## config.mk

```make
export PLATFORM = sky130hd
export DESIGN_NAME = mod_event_counter
export DESIGN_NICKNAME = d
export VERILOG_FILES = /design/src/rtl/mod_counter_pkg.sv /design/src/rtl/edge_detect.sv /design/src/rtl/mod_event_counter.sv
export SDC_FILE = /design/constraint.sdc
export NUM_CORES = 1
export LEC_CHECK = 0
export CAP_MARGIN = 20
export CORE_AREA = 2 2 39 41
export CTS_CLUSTER_DIAMETER = 60
export CTS_CLUSTER_SIZE = 40
export DETAILED_ROUTE_END_ITERATION = 16
export DIE_AREA = 0 0 41 43
export GPL_TIMING_DRIVEN = 0
export SLEW_MARGIN = 20
export SYNTH_ARGS = -nofsm -noshare
export SYNTH_HDL_FRONTEND = slang
export SYNTH_SLANG_ARGS = --single-unit
```

## constraint.sdc

```tcl
create_clock -name clk -period 1.8 [get_ports clk]
set_clock_uncertainty 0.15 [all_clocks]
set_input_delay 0.36 -clock clk [delete_from_list [all_inputs] [get_ports clk]]
set_output_delay 0.36 -clock clk [all_outputs]
set_load 0.01 [all_outputs]
```

## src/rtl/mod_counter_pkg.sv

```systemverilog
// Shared constants for the modulo event counter family: saturation mode and
// event-qualification mode selectors.
package mod_counter_pkg;

  localparam int MODE_WRAP = 0;
  localparam int MODE_SAT  = 1;

  localparam int EVT_LEVEL = 0;
  localparam int EVT_EDGE  = 1;

endpackage : mod_counter_pkg

```

## src/rtl/edge_detect.sv

```systemverilog
// Rising-edge detector: din is registered every cycle, rise = din & ~din_q.
module edge_detect (
  input  logic clk,
  input  logic reset,
  input  logic din,
  output logic rise
);

  logic din_q;
  logic din_d;

  always_comb begin
    din_d = din;
  end

  always_ff @(posedge clk) begin
    if (reset) begin
      din_q <= 1'b0;
    end else begin
      din_q <= din_d;
    end
  end

  // Combinational on purpose so a step lands on the same edge as the rising input.
  assign rise = din & ~din_q;

endmodule : edge_detect

```

## src/rtl/mod_event_counter.sv

```systemverilog
// Up/down modulo-MODULUS event counter with parallel load, optional saturation,
// optional rising-edge qualification, a one-cycle wrap pulse and a sticky flag.
module mod_event_counter
  import mod_counter_pkg::*;
#(
  parameter int WIDTH       = 3,
  parameter int MODULUS     = 5,
  parameter int SATURATE    = MODE_WRAP,
  parameter int EDGE_DETECT = EVT_LEVEL
) (
  input  logic             clk,
  input  logic             reset,
  input  logic             enable,
  input  logic             input1,
  input  logic             up,
  input  logic             load,
  input  logic [WIDTH-1:0] load_value,
  input  logic             clear_sticky,
  output logic [WIDTH-1:0] count,
  output logic             wrap,
  output logic             overflow_sticky
);

  localparam logic [WIDTH-1:0] MAX_COUNT = WIDTH'(MODULUS - 1);
  localparam logic [WIDTH:0]   MOD_EXT   = (WIDTH + 1)'(MODULUS);
  localparam logic             SAT_MODE  = (SATURATE == MODE_SAT);
  localparam logic             EDGE_MODE = (EDGE_DETECT == EVT_EDGE);

  logic             rise;
  logic             evt;
  logic             step;
  logic [WIDTH-1:0] count_q, count_d;
  logic             wrap_q, wrap_d;
  logic             sticky_q, sticky_d;

  // The detector always runs so its history stays current through load and
  // enable=0 cycles.
  edge_detect u_edge_detect (
    .clk   (clk),
    .reset (reset),
    .din   (input1),
    .rise  (rise)
  );

  assign evt  = EDGE_MODE ? rise : input1;
  assign step = enable & evt & ~load;

  always_comb begin
    count_d  = count_q;
    wrap_d   = 1'b0;
    sticky_d = sticky_q & ~clear_sticky;

    if (load) begin
      count_d = ({1'b0, load_value} >= MOD_EXT) ? MAX_COUNT : load_value;
    end else if (step) begin
      if (up) begin
        if (count_q == MAX_COUNT) begin
          sticky_d = 1'b1;
          if (!SAT_MODE) begin
            count_d = '0;
            wrap_d  = 1'b1;
          end
        end else begin
          count_d = count_q + WIDTH'(1);
        end
      end else begin
        if (count_q == '0) begin
          sticky_d = 1'b1;
          if (!SAT_MODE) begin
            count_d = MAX_COUNT;
            wrap_d  = 1'b1;
          end
        end else begin
          count_d = count_q - WIDTH'(1);
        end
      end
    end
  end

  always_ff @(posedge clk) begin
    if (reset) begin
      count_q  <= '0;
      wrap_q   <= 1'b0;
      sticky_q <= 1'b0;
    end else begin
      count_q  <= count_d;
      wrap_q   <= wrap_d;
      sticky_q <= sticky_d;
    end
  end

  assign count           = count_q;
  assign wrap            = wrap_q;
  assign overflow_sticky = sticky_q;

endmodule : mod_event_counter

```

==> results.txt, run 1 <==
Relative to the synthesized area, the layout overhead comes to 56.9%. In this run, synthesis inferred 0 flip-flops with an integrated enable. The cell family contributing the most delay on the critical path is buffers and inverters. The sequential share of power is 36.6%. Measured along the y axis, the die boundary spans 43 µm. The congestion estimate from routability-driven global placement came to 0.751. The run gives 589 MHz as the maximum clock frequency. 0 antenna diodes ended up in the layout. The area of the mapped netlist was 334 µm². Clock tree synthesis selected as its root buffer the cell sky130_fd_sc_hd__clkbuf_4.

Counting the buffers created by CTS gives 3. For the worst setup path, the data arrival time is 1190 ps. Across all hold checks on the routed design, the worst slack comes to 320 ps.

The average cell area after synthesis came out at 9.03 µm². The remaining antenna violation count after routing came out at 0. For the sequential-to-total area share from yosys stat, the log shows 30.0%. The highest signal layer in the routed design is met3.

The flow ran to the end, and the final reports show no timing, DRC or antenna violations. The final setup violation count was 0; the via count normalized by instance count was 4.34. The relative contribution of the clock network to total power is 37.0%, and the combinational power share is 26.4%.

Internal power comes to 0.258 mW. In the final layout, the share of cells above drive strength 1 is 20.0%. After layout, the minimum clock period comes to 1700 ps. After synthesis, the most frequently instantiated cells are 5 x sky130_fd_sc_hd__dfxtp_1, 4 x sky130_fd_sc_hd__nor2_1, 3 x sky130_fd_sc_hd__ha_1, 3 x sky130_fd_sc_hd__inv_1. The share of synthesized flip-flops with an asynchronous set or reset works out to 0%. Summed over all layers, the routed wires come to 699 µm.

The worst setup path is of the flop to output pin kind. Counting every sink on the clock net gives 5. For the row count, the log shows 14. Clock-pin slew was measured on the worst setup and hold paths at 40 ps. Summed over all cells, the static leakage comes to 0.207 nW. The maximum level of the CTS H-tree was 1; the initial antenna violation count was 0.

After synthesis, the cell types taking the most area are sky130_fd_sc_hd__dfxtp_1 30%, sky130_fd_sc_hd__ha_1 11%, sky130_fd_sc_hd__a2111oi_2 4.5%. At the placement stage, the worst setup path has a slack of -14.4 ps. The largest single stage delay on the critical path is 550 ps.

The number of nets at the end of the flow is 69. In this run the tightest slew margin relative to its limit is 82.1%. Counting distinct cell types in the post-synthesis netlist gives 24. Type of origin of the critical path: a flop. The filler cells instantiated in the layout total 150.

Via count of the first global-routing pass: 301. The largest individual stage delay along the critical path comes from the cell sky130_fd_sc_hd__clkdlybuf4s50_1. Max-cap violations in this run came to 0. Summed over all nets, wire length on met3 after detailed routing comes to 45 µm. IR analysis of the VDD net gives a maximum drop of 0.415 mV. For this run the aggregate overflow at the end of global routing stands at 0. The share of Yosys cell area claimed by the top area cell type works out to 30.0%. The count of buffers added by post-CTS timing repair for setup is 0, and the aggregate negative setup slack is 0 ps.

TritonCTS built the clock tree. The first global-routing pass estimated 1.22 mm of wire. The final critical path takes up 94.2% of the cycle. The wire length per cell after detailed routing works out to 9.85 µm. Of all cell types, the one taking the most synthesized area is sky130_fd_sc_hd__dfxtp_1.

During synthesis, Yosys emitted a total of 0 warnings. The floorplan step defined a die boundary enclosing 1760 µm². Launching point of the worst reg2reg path: count[0]. The run gives 1380 µm² as the placeable core region. The min-delay analysis places its worst path in the category flop to flop. The number of optimization iterations in the first detailed-route pass came out at 4. The total routing resource utilization after global routing is 9.84%. The number of synthesized register bits is 5. Actual slew at the worst max-slew pin: 266 ps.

Predominant post-synthesis flop cell: sky130_fd_sc_hd__dfxtp_1. The number of input and output port buffers inserted is 14. The critical path starts at count[2]. In this run the power density over the cells is 670 nW/µm². Wire segments on met2 add up to 284 µm in the final route. For the largest net degree at the start of global routing, the log shows 9.

For the required time reported for the critical path endpoint, the log shows 1290 ps. In the final routing, the length of wire on met1 measures 370 µm. Once the floorplan was initialized, standard cells occupied 24.1% of the core. The clock passes through at most 2 buffers.

The detailed placer's ending HPWL came out at 569 µm. Traced cell by cell, the critical path runs through clkdlybuf4s50_1. Net switching share of the total power: 26.4%. For the remaining routing DRC violations, the log shows 0. The cell with the most instances after synthesis is sky130_fd_sc_hd__dfxtp_1. For the power dissipated by switching net loads, the log shows 0.0926 mW. The tools report the number of instances in the synthesized netlist as 37. The die is 41 µm wide.

Setup repair after global routing left no endpoint under its margin. The worst hold path begins at overflow_sticky. The worst-path maximum fanout works out to 8. The capturing element type of the critical path is an output pin.

The register-to-register setup slack is 120 ps, and the count of buffering cells on the critical path with inverters included is 1. The number of violations reported at the end of detailed-routing iteration 0 is 9, and the number of pins exceeding their max-slew limit in the final report is 0. Cells fill 37.9% of the core in the end. The detailed router placed 308 vias in this run.

The number of nets in the synthesized netlist is 50. The tools report the final count of hold timing violations as 0. After layout, the worst setup slack is 104 ps. The clock latency on the worst-skew pair is 240 ps, and the number of placed I/O pins is 15.
==> final timing paths <==
path | depth (start not counted) | to
worst max-delay path | 1 | count[2]
worst max register to register | 5 | count[2]
worst min-delay path | 2 | overflow_sticky
worst min register to register | 2 | overflow_sticky
==> power groups by stage <==
stage	logic, mW	clock network, mW	registers [mW]
finish	0.0926	0.130	0.129
global route	0.104	0.142	0.130
CTS	0.0935	0.133	0.128
detailed placement	0.0928	0	0.129
global placement	0.0916	0	0.129
floorplan	0.0456	0	0.130
==> registers in the layout, summed over array words and instances, names as in the netlist <==
signal / count
count: 3
overflow_sticky: 1
wrap: 1
==> per-layer routing <==
layer	vias up	track usage (%)
met4	0	2.00
met2	11	11.9
li1	169	-
met3	0	4.71
met5	-	0
met1	128	15.4
==> layout by cell type (no fill, tap or decap) <==
master,synthesis,final
sky130_fd_sc_hd__a21o_1,1,1
sky130_fd_sc_hd__a311oi_2,1,1
sky130_fd_sc_hd__dfxtp_1,5,2
sky130_fd_sc_hd__xnor2_1,1,1
sky130_fd_sc_hd__o311a_1,1,1
sky130_fd_sc_hd__clkdlybuf4s50_1,0,14
sky130_fd_sc_hd__clkbuf_1,0,1
sky130_fd_sc_hd__and2_1,1,1
sky130_fd_sc_hd__nand2_1,2,2
sky130_fd_sc_hd__a2111oi_2,1,1
sky130_fd_sc_hd__clkbuf_4,0,3
sky130_fd_sc_hd__nor2b_1,1,1
sky130_fd_sc_hd__a21oi_1,1,1
sky130_fd_sc_hd__nor3_1,1,1
sky130_fd_sc_hd__nor3b_1,1,1
sky130_fd_sc_hd__nor2_1,4,4
sky130_fd_sc_hd__inv_1,3,3
sky130_fd_sc_hd__ha_1,3,3
sky130_fd_sc_hd__and2_2,1,1
sky130_fd_sc_hd__nand4_1,1,1
sky130_fd_sc_hd__dfxtp_2,0,3
sky130_fd_sc_hd__and2b_2,1,1
sky130_fd_sc_hd__o211ai_1,1,1
sky130_fd_sc_hd__a311oi_1,1,1
sky130_fd_sc_hd__a211o_1,1,1
sky130_fd_sc_hd__o21ai_0,1,1
sky130_fd_sc_hd__mux2_2,1,1
sky130_fd_sc_hd__nand2b_1,2,2
==> per-stage QoR <==
| step | power, mW | instances | instance area (µm²) |
|---|---|---|---|
| global route | 0.376 | 71 | 524 |
| finish | 0.351 | 71 | 524 |
| floorplan | 0.176 | 37 | 334 |
| global placement | 0.221 | 67 | 494 |
| CTS | 0.354 | 71 | 522 |
| detailed placement | 0.222 | 67 | 494 |
==> area by class of cell <==
| cell class | count | area [µm²] | area share, % |
|---|---|---|---|
| inverters | 3 | 11.3 | 2.15 |
| multi-input cells | 29 | 223 | 42.5 |
| repair buffers | 14 | 140 | 26.7 |
| well taps | 16 | 20.0 | 3.82 |
| flip-flops and latches | 5 | 104 | 19.8 |
| clock buffers | 4 | 26.3 | 5.01 |
==> logic make-up after synthesis <==
| kind of cell | after synthesis | synth area share (%) |
|---|---|---|
| buf+inv | 3 | 3.37 |
| flops | 5 | 30.0 |
| compound gates | 9 | 24.7 |
| mux | 1 | 3.37 |
| fa+ha+maj | 3 | 11.2 |
| simple gates | 15 | 24.7 |
| xor+xnor | 1 | 2.62 |
==> repair_timing <==
item                       in CTS  in global routing
gates cloned                    0                  0
gates resized for setup         1                  2
setup endpoints to repair       1                  1
hold buffers                    0                  0
Power figures use the tool's default switching activity.
==> run 2: changes to the inputs <==
- MAX_ROUTING_LAYER: default -> met4
- PLACE_DENSITY: default -> 0.6
- SYNTH_HIERARCHICAL: default -> 1
==> results of run 2 <==
No change in the layout: final DEF, timing and power equal those of run 1.
Main changes from that run: Yosys warning count 0 -> 6; final weighted congestion in routability-driven placement 0.751 -> 0.760; overall routing resource usage 9.84% -> 10.1%
==> run 3: changes to the inputs <==
- CTS_CLUSTER_DIAMETER: 60 -> default
==> results of run 3 <==
No change in the layout: final DEF, timing and power equal those of run 1.
Main changes from that run: Yosys warning count 0 -> 6; final weighted congestion in routability-driven placement 0.751 -> 0.760; overall routing resource usage 9.84% -> 10.1%
